`src/rtl/load_writeback_unit.sv`:
```
// RV32I load writeback stage: memory req/gnt/rvalid handshake, byte/half extraction and ALU merge
// onto the single register-file write port. Optional macro LOAD_MISALIGN_TRAP_EN traps misaligned loads.
module load_writeback_unit #(
   parameter int WIDTH      = 32,
   parameter int ADDR_WIDTH = 32,
   parameter int TIMEOUT    = 255
) (
   input  logic                  clk,
   input  logic                  reset,
   input  logic                  ld_valid,
   output logic                  ld_ready,
   input  logic [ADDR_WIDTH-1:0] ld_addr,
   input  logic [2:0]            ld_funct3,
   input  logic [4:0]            ld_rd,
   input  logic                  alu_we,
   input  logic [4:0]            alu_rd,
   input  logic [WIDTH-1:0]      alu_data,
   output logic                  alu_stall,
   output logic                  mem_req,
   output logic [ADDR_WIDTH-1:0] mem_addr,
   input  logic                  mem_gnt,
   input  logic                  mem_rvalid,
   input  logic [WIDTH-1:0]      mem_rdata,
   output logic                  rf_write_enable,
   output logic [4:0]            rf_dest,
   output logic [WIDTH-1:0]      rf_data,
   output logic                  busy,
   output logic                  bus_err,
   output logic                  misalign_err
);

   typedef enum logic [1:0] {S_IDLE, S_REQ, S_WAIT, S_WB} state_t;

   localparam logic [7:0] TIMEOUT_CNT = 8'(TIMEOUT);

   state_t                state_q, state_d;
   logic [7:0]            cnt_q, cnt_d;
   logic [ADDR_WIDTH-1:0] addr_q, addr_d;
   logic [2:0]            funct3_q, funct3_d;
   logic [4:0]            rd_q, rd_d;
   logic [WIDTH-1:0]      data_q, data_d;
   logic                  bus_err_q, bus_err_d;
   logic                  misalign_d;
   logic                  funct3_legal;
   logic                  misaligned;
   logic                  cnt_at_limit;
   logic [7:0]            byte_sel;
   logic [15:0]           half_sel;
   logic [WIDTH-1:0]      ext_data;

   assign funct3_legal = (ld_funct3 == 3'b000) || (ld_funct3 == 3'b001) || (ld_funct3 == 3'b010) ||
                         (ld_funct3 == 3'b100) || (ld_funct3 == 3'b101);

`ifdef LOAD_MISALIGN_TRAP_EN
   logic misalign_q;
   assign misaligned = ((ld_funct3 == 3'b001 || ld_funct3 == 3'b101) && ld_addr[0]) ||
                       ((ld_funct3 == 3'b010) && (ld_addr[1:0] != 2'b00));
   assign misalign_err = misalign_q;
`else
   assign misaligned   = 1'b0;
   assign misalign_err = 1'b0;
`endif

   // Counter saturates at the limit so a grant on the last allowed cycle still gets one WAIT cycle.
   assign cnt_at_limit = (cnt_q == TIMEOUT_CNT);

   always_comb begin
      byte_sel = mem_rdata[7:0];
      case (addr_q[1:0])
         2'b01:   byte_sel = mem_rdata[15:8];
         2'b10:   byte_sel = mem_rdata[23:16];
         2'b11:   byte_sel = mem_rdata[31:24];
         default: byte_sel = mem_rdata[7:0];
      endcase
      half_sel = addr_q[1] ? mem_rdata[31:16] : mem_rdata[15:0];
      case (funct3_q)
         3'b000:  ext_data = {{(WIDTH-8){byte_sel[7]}}, byte_sel};
         3'b100:  ext_data = {{(WIDTH-8){1'b0}}, byte_sel};
         3'b001:  ext_data = {{(WIDTH-16){half_sel[15]}}, half_sel};
         3'b101:  ext_data = {{(WIDTH-16){1'b0}}, half_sel};
         default: ext_data = mem_rdata;
      endcase
   end

   always_comb begin
      state_d    = state_q;
      cnt_d      = cnt_q;
      addr_d     = addr_q;
      funct3_d   = funct3_q;
      rd_d       = rd_q;
      data_d     = data_q;
      bus_err_d  = 1'b0;
      misalign_d = 1'b0;
      case (state_q)
         S_IDLE: begin
            if (ld_valid) begin
               addr_d   = ld_addr;
               funct3_d = ld_funct3;
               rd_d     = ld_rd;
               if (!funct3_legal) begin
                  bus_err_d = 1'b1;
               end else if (misaligned) begin
                  misalign_d = 1'b1;
               end else begin
                  state_d = S_REQ;
                  cnt_d   = 8'd0;
               end
            end
         end
         S_REQ: begin
            if (!cnt_at_limit) cnt_d = cnt_q + 8'd1;
            if (mem_gnt) begin
               state_d = S_WAIT;
            end else if (cnt_at_limit) begin
               bus_err_d = 1'b1;
               state_d   = S_IDLE;
            end
         end
         S_WAIT: begin
            if (!cnt_at_limit) cnt_d = cnt_q + 8'd1;
            if (mem_rvalid) begin
               data_d  = ext_data;
               state_d = S_WB;
            end else if (cnt_at_limit) begin
               bus_err_d = 1'b1;
               state_d   = S_IDLE;
            end
         end
         S_WB: begin
            state_d = S_IDLE;
         end
         default: state_d = S_IDLE;
      endcase
   end

   always_ff @(posedge clk or negedge reset) begin
      if (!reset) begin
         state_q   <= S_IDLE;
         cnt_q     <= 8'd0;
         addr_q    <= '0;
         funct3_q  <= 3'b000;
         rd_q      <= 5'd0;
         data_q    <= '0;
         bus_err_q <= 1'b0;
      end else begin
         state_q   <= state_d;
         cnt_q     <= cnt_d;
         addr_q    <= addr_d;
         funct3_q  <= funct3_d;
         rd_q      <= rd_d;
         data_q    <= data_d;
         bus_err_q <= bus_err_d;
      end
   end

`ifdef LOAD_MISALIGN_TRAP_EN
   always_ff @(posedge clk or negedge reset) begin
      if (!reset) misalign_q <= 1'b0;
      else        misalign_q <= misalign_d;
   end
`else
   logic unused_misalign;
   assign unused_misalign = misalign_d;
`endif

   assign ld_ready = (state_q == S_IDLE);
   assign busy     = (state_q != S_IDLE);
   assign mem_req  = (state_q == S_REQ);
   assign mem_addr = {addr_q[ADDR_WIDTH-1:2], 2'b00};
   assign bus_err  = bus_err_q;

   // Load writeback owns the port in WB; register x0 is never written.
   always_comb begin
      if (state_q == S_WB) begin
         rf_write_enable = (rd_q != 5'd0);
         rf_dest         = rd_q;
         rf_data         = data_q;
         alu_stall       = alu_we;
      end else begin
         rf_write_enable = alu_we && (alu_rd != 5'd0);
         rf_dest         = alu_rd;
         rf_data         = alu_data;
         alu_stall       = 1'b0;
      end
   end

endmodule

```
`config.mk`:
```
export PLATFORM = sky130hd
export DESIGN_NAME = load_writeback_unit
export DESIGN_NICKNAME = d
export VERILOG_FILES = /design/src/rtl/load_writeback_unit.sv
export SDC_FILE = /design/constraint.sdc
export NUM_CORES = 1
export LEC_CHECK = 0
export ABC_AREA = 1
export BUFFER_PORTS_ARGS = -buffer_cell sky130_fd_sc_hd__buf_2
export CORE_MARGIN = 1.5
export CORE_UTILIZATION = 43
export CTS_CLUSTER_SIZE = 12
export DETAILED_ROUTE_END_ITERATION = 8
export PLACE_DENSITY = 0.72
export SYNTH_ARGS = -nofsm -noshare
export SYNTH_HDL_FRONTEND = slang
export SYNTH_SLANG_ARGS = --single-unit
```
`constraint.sdc`:
```
create_clock -name clk -period 3.7 [get_ports clk]
set_input_delay 0.555 -clock clk [delete_from_list [all_inputs] [get_ports clk]]
set_output_delay 0.555 -clock clk [all_outputs]
set_load 0.1 [all_outputs]
```
==> reports/metrics.csv, run 1 <==
metric;value;unit
critPathLaunch;state_q[0];
cts_htree_levels;3;
clk_path_buf_depth;2;
syn-cell-area;0.00490;mm^2
crit_fanout;44;
cts_resized;0;
holdCritPathClass;input port to asynchronous set/reset pin;
cts_tree;done;
drc;0;
hold_viol_final;0;
synth.avg_cell_area;8.03;um^2
finalSetupViolCount;0;
antenna_cells;0;
die_h;110;um
dp_cells;881;
layout-drive-gt1-share;35.8;%
start_kind;flop;
synthTopCellsByArea;dfrtp_1, nand2_1, mux2_2, buf_4, o21ai_0;
ys_seq_area_share;42.4;%
wl_met3;1.09;mm
drt_iter0_drc;236;
regToRegStartpoint;state_q[0];
antenna_found_initial;1;
postCtsSetupBuffers;0;
fp.dieArea;0.0120;mm^2
tightest_slew;1030;ps
clock.fmax;375;MHz
dr_wl_met2;6.21;mm
cts-buffers-inserted;9;
worstSkewPairLatency;320;ps
wire_per_inst;14.1;um
top_layer;met5;
gp_congestion;0.907;
viasPerCell;4.96;
fin_nets;872;
mostFrequentLayoutCells;nand2_1, buf_2, dfrtp_1, inv_1, o21ai_0;
wl_met1;5.29;mm
drv_slew;0;
rsz0062_at_grt;no;
grt_max_degree;84;
drt_pass1_iterations;4;
arrival;2110;ps
cts_num_sinks;83;
grt_pass1_wl;19.7;mm
fin_setup_tns;0;ps
grt_pass1_vias;4216;
yosys.area.top_type;dfrtp_1;
placementRows;38;
core-area;0.0110;mm^2
slew_headroom;31.1;%
required;3140;ps
final_cell_count_no_fill;897;
start_util;44.6;%
route.vias.total;4446;
synth_top_area_share;42.4;%
drt_wl_total;12.7;mm
die_x;110;um
path_clk_slew;60;ps
dpl.hpwl;9.63;mm
yosysWarnings;0;
holdBufCountCts;0;
cts-root-buf;clkbuf_16;
syn_inst;610;
min_period_over_period;72.1;%
ys_types;30;
final_common_cell;nand2_1;
drv_cap;0;
cp-end-kind;output port;
ioPinCount;191;
synth_seq_cells;83;
period_minus_slack;2670;ps
track_usage;21.3;%
overflow;0;
outcome;completed;
crit_type;flop to output port;
skew;7.15;ps
numPortBuffers;187;
synthToLayoutAreaGrowth;25.2;%
postRouteAntennaNets;0;
synth_stat cells:
cell type and count:
inv_1 62, nand3_4 1, a21oi_1 40, buf_1 1, nand3b_1 1, buf_2 10, nand2_1 180, nand3_1 25
buf_6 4, o211ai_1 7, nor2_1 20, nand3_2 13, o21ai_0 49, inv_2 4, ha_1 5, nand4_1 1
conb_1 1, o21ai_2 2, o21ai_1 6, buf_8 2, nor2_2 2, or2_2 3, o22ai_1 2, nor2_4 3
a21oi_2 1, clkbuf_1 10, mux2_2 36, dfrtp_1 83, nand2_2 2, buf_4 34
metrics by stage:
step	setup WS (ps)	hold WS (ps)	instance area [um^2]	utilization, %
3_5_place_dp	1350	467	5860	53.4
3_3_place_gp	1460	465	5860	53.4
2_1_floorplan	203	259	4910	-
5_1_grt	867	451	6130	55.9
6_report	1030	414	6130	55.9
4_1_cts	993	444	6130	55.9
metal layers:
layer | global-route usage (%) | vias to the layer above
li1 | - | 2199
met1 | 25.8 | 2049
met2 | 37.4 | 190
met3 | 4.86 | 6
met4 | 6.68 | 2
met5 | 0 | -
worst paths after layout:
kind                                   end  slack [ps]  cells past startpoint
worst max register to register  data_q[13]        1430                      8
min in group clk                addr_q[11]         460                      2
worst max-delay path            rf_data[1]        1030                      6
worst min-delay path             addr_q[8]         410                      1
worst min register to register   data_q[4]         480                      2
max in group asynchronous       data_q[26]        2620                      1
worst max-delay path, stage by stage (launching register included):
cell	delay, ps
dfrtp_1	430
ha_1	230
inv_1	140
buf_4	370
nand2_1	100
nand2_1	80
buf_2	420
area by class of cell:
type                       instances  area, um^2
clock buffer                      12         246
clock inverter                     4        26.3
fill                            1053        4850
inverter                          66         248
multi-input combinational        402        2160
sequential                        83        2080
tap                              140         175
timing repair buffer             190        1200
flip-flops by register name (all words and copies together), names as in the netlist:
register and flops:
funct3_q 3, cnt_q 8, state_q 2, bus_err 1, rd_q 5, addr_q 32
data_q 32
logic make-up after synthesis:
| kind of cell | synth area share (%) |
|---|---|
| flops | 42.4 |
| mux | 8.27 |
| simple gates | 22.8 |
| other cells | 0.0765 |
| buf+inv | 13.7 |
| fa+ha+maj | 1.28 |
| compound gates | 11.6 |
Power of run 1 is left out: the tool's default activity adds up to more than one toggle a clock period on the data nets, which glitch-free logic cannot reach.
==> inputs of run 2 (changes only) <==
- ABC_AREA: 1 -> 0
- PLACE_DENSITY: 0.72 -> 0.76
- clock period: 3.7 -> 2.2 ns (I/O delays scaled with it)
==> run 2 against run 1 <==
- sequential cell count is the same
- synthesized area shrank 5.5%
- utilization grew 5.5 points
- sequential share of layout area fell by 1.2 points
- synthesized cell count down 29%
- critical path depth is 2 lower
- via count shrank 13%
- global-route usage up 0.061 points
- cell area rose by 3.8%
- non-clock buffer count up 8
- wire length decreased by 4.0%
- worst setup slack got worse by 920 ps
==> reports/metrics.csv, run 2 <==
metric;value;unit;change
yosysWarnings;0;;unchanged
cts_htree_levels;3;;unchanged
ys_seq_area_share;44.9;%;+2.5 points
required;1870;ps;-1270 ps
r2r_slack;260;ps;-1170 ps
hold_viol_final;0;;unchanged
antenna_cells;0;;unchanged
start_kind;flop;;
yosys.area.top_type;dfrtp_1;;
skew;12.3;ps;+5.19 ps
utilization;61.4;%;+5.5 points
dpl.hpwl;9.13;mm;-5.3%
synthToLayoutAreaGrowth;37.5;%;
synth_top_area_share;44.9;%;+2.5 points
start_util;44.7;%;about the same
crit_fanout;3;;-93%
cts-buffers-inserted;9;;unchanged
grt_pass1_wl;19.3;mm;-1.8%
worstSkewPairLatency;360;ps;+40 ps
fp.dieArea;0.0114;mm^2;-5.3%
min_to;addr_q[11];;
placementRows;37;;-2.6%
antenna_found_initial;0;;-1
reg2reg_to;cnt_q[6];;
clk_path_buf_depth;2;;unchanged
core-area;0.0104;mm^2;-5.6%
arrival;1760;ps;-350 ps
drc;0;;unchanged
track_usage;21.4;%;+0.061 points
holdPathStages;2;;
overflow;0;;unchanged
async_flop_share;100;%;unchanged
numPortBuffers;187;;unchanged
r2r_cells;6;;-2
synthTopCellsByArea;dfrtp_1, mux2_2, buf_4, a31oi_1, nand2_1;;
layout-drive-gt1-share;51.9;%;+16 points
syn-cell-area;0.00463;mm^2;-5.5%
ioPinCount;191;;unchanged
drt_iter0_drc;200;;-15%
postRouteAntennaNets;0;;unchanged
fillers;868;;-18%
drt_pass1_iterations;5;;+1
yosysMostFrequentCell;dfrtp_1;;
cp-end-kind;output port;;
fin_setup_tns;0;ps;unchanged
ys_types;46;;+53%
gp_congestion;0.854;;-5.9%
clock.fmax;479;MHz;
synth_flop_cell;dfrtp_1;;
outcome;completed;;
cts_tree;done;;
finalSetupViolCount;0;;unchanged
period_minus_slack;2090;ps;
fin_nets;703;;-19%
hp-start;ld_addr[11];;
regToRegStartpoint;state_q[1];;
path_clk_slew;100;ps;+40 ps
drt_wl_total;12.2;mm;-4.0%
min_period_over_period;94.9;%;
die_h;107;um;-2.7%
drv_slew;0;;unchanged
synth_seq_cells;83;;unchanged
synth.avg_cell_area;10.7;um^2;+33%
viasPerCell;5.33;;+7.5%
final_common_cell;buf_2;;
holdCritPathClass;input port to flop;;
wire_per_inst;16.8;um;+19%
crit_type;flop to output port;;
netlist_top_cells_count;dfrtp_1, mux2_2, nand2_1, buf_4, nor2_1;;
top_regs;addr_q x32, data_q x32, cnt_q x8;;
mostFrequentLayoutCells;buf_2, dfrtp_1, mux2_2, buf_12, nand2_1;;
drv_cap;0;;unchanged
grt_pass1_vias;3947;;-6.4%
syn_inst;433;;-29%
die_x;107;um;-2.7%
synth-edff-count;0;;unchanged
rsz0062_at_grt;no;;
cts-root-buf;clkbuf_8;;
route.vias.total;3859;;-13%
slew_headroom;59.4;%;+28 points
grt_max_degree;51;;-39%
cts_num_sinks;83;;unchanged
tightest_slew;609;ps;-424 ps
-- run 2: cell count changes in the layout (fill, tap and decap cells not counted), sizes merged, moves of 25 or more --
cell,delta
a31oi,+25
nand3,-32
nand2,-142
inv,-58
o21ai,-46
mux2,+41
a21oi,-33
-- run 2: logic make-up (layout without fill, tap and decap cells) --
logic type	count (synthesis)	count (layout)	synth area share, %
AO/OA/AOI/OAI	85	85	13.2
adder cells (fa/ha/maj)	5	5	1.35
buffers and inverters	66	219	8.43
flip-flops	83	83	44.9
multiplexers	88	88	21.4
other	1	3	0.0810
AND/OR/NAND/NOR	105	105	10.7
-- run 2: metal layers --
metal	global-route usage (%)	wire [um]	up-vias
met1	26.5	5120	1870
met2	38.1	6290	147
met4	5.81	86	0
met5	0	0	-
li1	-	-	1833
met3	3.83	673	9
-- run 2: critical path: stages, from the launching register on --
cell	delay, ps
dfrtp_1	400
or4_1	540
o21ai_1	180
o21ai_2	100
buf_12	170
-- run 2: cell type report --
| cell class | count | area (um^2) | area share, % |
|---|---|---|---|
| inverter | 5 | 22.5 | 0.354 |
| tap | 136 | 170 | 2.67 |
| timing repair buffer | 198 | 1660 | 26.1 |
| sequential | 83 | 2080 | 32.6 |
| clock inverter | 7 | 103 | 1.61 |
| multi-input combinational | 286 | 2210 | 34.7 |
| clock buffer | 9 | 124 | 1.95 |
-- run 2: how the worst max path moves through the flow --
stage / from / to / slack (ps) / depth (start not counted)
finish: rd_q[2] / rf_write_enable / 110 / 4
global route: state_q[1] / rf_dest[4] / 20 / 4
CTS: rd_q[2] / rf_write_enable / 30 / 4
detailed placement: state_q[1] / cnt_q[6] / 340 / 6
global placement: state_q[1] / cnt_q[7] / 410 / 6
floorplan: state_q[0] / cnt_q[0] / 30 / 7
-- run 2: repair_timing --
action	CTS	global route
setup buffers	0	0
setup endpoints to repair	0	23
resized for setup	0	2
hold endpoints to repair	31	0
hold buffers	1	0
-- run 2: per-stage QoR --
stage                     hold WS [ps]  area, um^2  cells  worst slack (ps)
final                              191        6370    724               111
after global placement             375        6100    706               407
after detailed placement           378        6100    706               336
after CTS                          178        6330    723              30.0
after global routing               178        6370    724              22.2
after floorplan                   34.4        4660    435              33.6
Power of run 2 is left out for the same reason.
==> inputs of run 3 (changes only) <==
- CAP_MARGIN: not set -> 40
- RECOVER_POWER: not set -> 100
==> run 3 against run 2 <==
- clock-buffer cell count unchanged
- die area is the same
- wire length hardly changed
- sequential cell count unchanged
- worst setup slack better by 3.0 ps
- global-route usage is the same
- first-iteration DRC count increased by 16%
- non-clock buffer count unchanged
- critical path depth unchanged
- hold slack gained 1.1 ps
- cell area down 0.88%
- utilization shrank 0.54 points
- critical path type unchanged
- largest cell class unchanged
==> reports/metrics.csv, run 3 (same netlist as run 2, synthesis figures left out) <==
metric;value;unit;change
cpLargestDelayFamily;simple AND/OR/NAND/NOR gates;;
crit_type;flop to output port;;
placementRows;37;;unchanged
cts_num_sinks;83;;unchanged
multi_input_area;0.00220;mm^2;-0.17%
grt_max_degree;51;;unchanged
fp.dieArea;0.0114;mm^2;unchanged
utilization;60.9;%;-0.54 points
start_util;44.7;%;unchanged
top_regs;addr_q x32, data_q x32, cnt_q x8;;
route.vias.total;3858;;-0.026%
drc;0;;unchanged
dp_cells;706;;unchanged
critPathMaxStageDelay;540;ps;about the same
antenna_found_initial;0;;unchanged
layout-drive-gt1-share;46.1;%;-5.8 points
path_buf_inv;1;;unchanged
antenna_cells;0;;unchanged
worstSkewPairLatency;360;ps;about the same
holdCritPathClass;input port to flop;;
final_common_cell;buf_2;;
postRouteAntennaNets;0;;unchanged
tightest_slew;1190;ps;+580 ps
core-area;0.0104;mm^2;unchanged
hold_viol_final;0;;unchanged
outcome;completed;;
ioPinCount;191;;unchanged
crit_fanout;3;;unchanged
fillers;890;;+2.5%
dpl.hpwl;9.13;mm;unchanged
cts_htree_levels;3;;unchanged
grt_pass1_vias;3947;;unchanged
cts-buffers-inserted;9;;unchanged
drv_cap;0;;unchanged
cts-root-buf;clkbuf_8;;
regArea;0.00208;mm^2;unchanged
postCtsSetupBuffers;0;;unchanged
required;1870;ps;about the same
drt_wl_total;12.2;mm;about the same
min_period_over_period;94.8;%;-0.14 points
die_h;107;um;unchanged
slew_headroom;21.1;%;-38 points
start_kind;flop;;
viasPerCell;5.33;;about the same
synthToLayoutAreaGrowth;36.3;%;
numPortBuffers;187;;unchanged
grt_pass1_wl;19.3;mm;unchanged
clk_path_buf_depth;2;;unchanged
clock.fmax;479;MHz;+0.14%
crit_path_top_delay_cell;or4_1;;
wire_per_inst;16.8;um;about the same
cts_tree;done;;
mostFrequentLayoutCells;buf_2, dfrtp_1, mux2_2, buf_12, nand2_1;;
cp_cell_sequence;or4_1, o21ai_1, o21ai_2, buf_12;;
period_minus_slack;2090;ps;-2.98 ps
final_cell_count_no_fill;724;;unchanged
cp-end-kind;output port;;
skew;11.7;ps;-0.649 ps
overflow;0;;unchanged
die_x;107;um;unchanged
drt_iter0_drc;231;;+16%
drv_slew;0;;unchanged
path_clk_slew;100;ps;about the same
track_usage;21.4;%;unchanged
fin_nets;703;;unchanged
gp_congestion;0.854;;unchanged
finalSetupViolCount;0;;unchanged
drt_pass1_iterations;5;;unchanged
arrival;1760;ps;about the same
[run 3: changes by cell type in the layout (fill, tap and decap cells not counted), moves of 2 or more]
cell / previous run / this run
buf_4: 7 / 5
buf_2: 147 / 113
clkbuf_2: 0 / 5
clkbuf_1: 0 / 31
[run 3: worst paths after layout]
path,start,end,slack [ps],cells past startpoint
setup reg to reg,state_q[1],addr_q[13],160,5
min in group asynchronous,reset,funct3_q[2],730,2
hold / removal,ld_addr[2],addr_q[2],190,2
setup / recovery,rd_q[2],rf_write_enable,110,4
max in group asynchronous,reset,addr_q[13],650,3
hold reg to reg,addr_q[26],addr_q[26],510,1
[run 3: metal layers]
layer / track usage, % / part of all wire, % / wire, um
met5: 0 / 0 / 0
met4: 5.81 / 1.2 / 147
met3: 3.83 / 5.2 / 632
met2: 38.1 / 51 / 6230
met1: 26.5 / 42 / 5170
[run 3: area by class of cell]
cell class	count	share of cell area [%]
Inverter	5	0.357
Clock buffer	9	1.96
Timing Repair Buffer	198	25.5
Clock inverter	7	1.63
Tap cell	136	2.70
Multi-Input combinational cell	286	34.9
Sequential cell	83	32.9
[run 3: timing repair]
item	CTS	global route
hold endpoints to repair	31	0
hold buffers	1	0
endpoints found under the setup margin	0	23
resized for setup	0	2
[run 3: worst reg2reg max path: stages, from the launching register on]
cell and delay, ps:
dfrtp_1 440, inv_1 130, ha_4 220, nand2_1 320, buf_4 410, mux2_2 400
[run 3: metrics by stage]
stage / setup slack [ps] / hold WS, ps / setup TNS, ps / area (um^2)
detailed placement: 336 / 378 / 0 / 6100
floorplan: 33.6 / 34.4 / 0 / 4660
global route: -8.16 / 178 / -8.16 / 6310
finish: 114 / 192 / 0 / 6310
CTS: 30.0 / 178 / 0 / 6330
global placement: 407 / 375 / 0 / 6100
Power of run 3 is left out for the same reason.
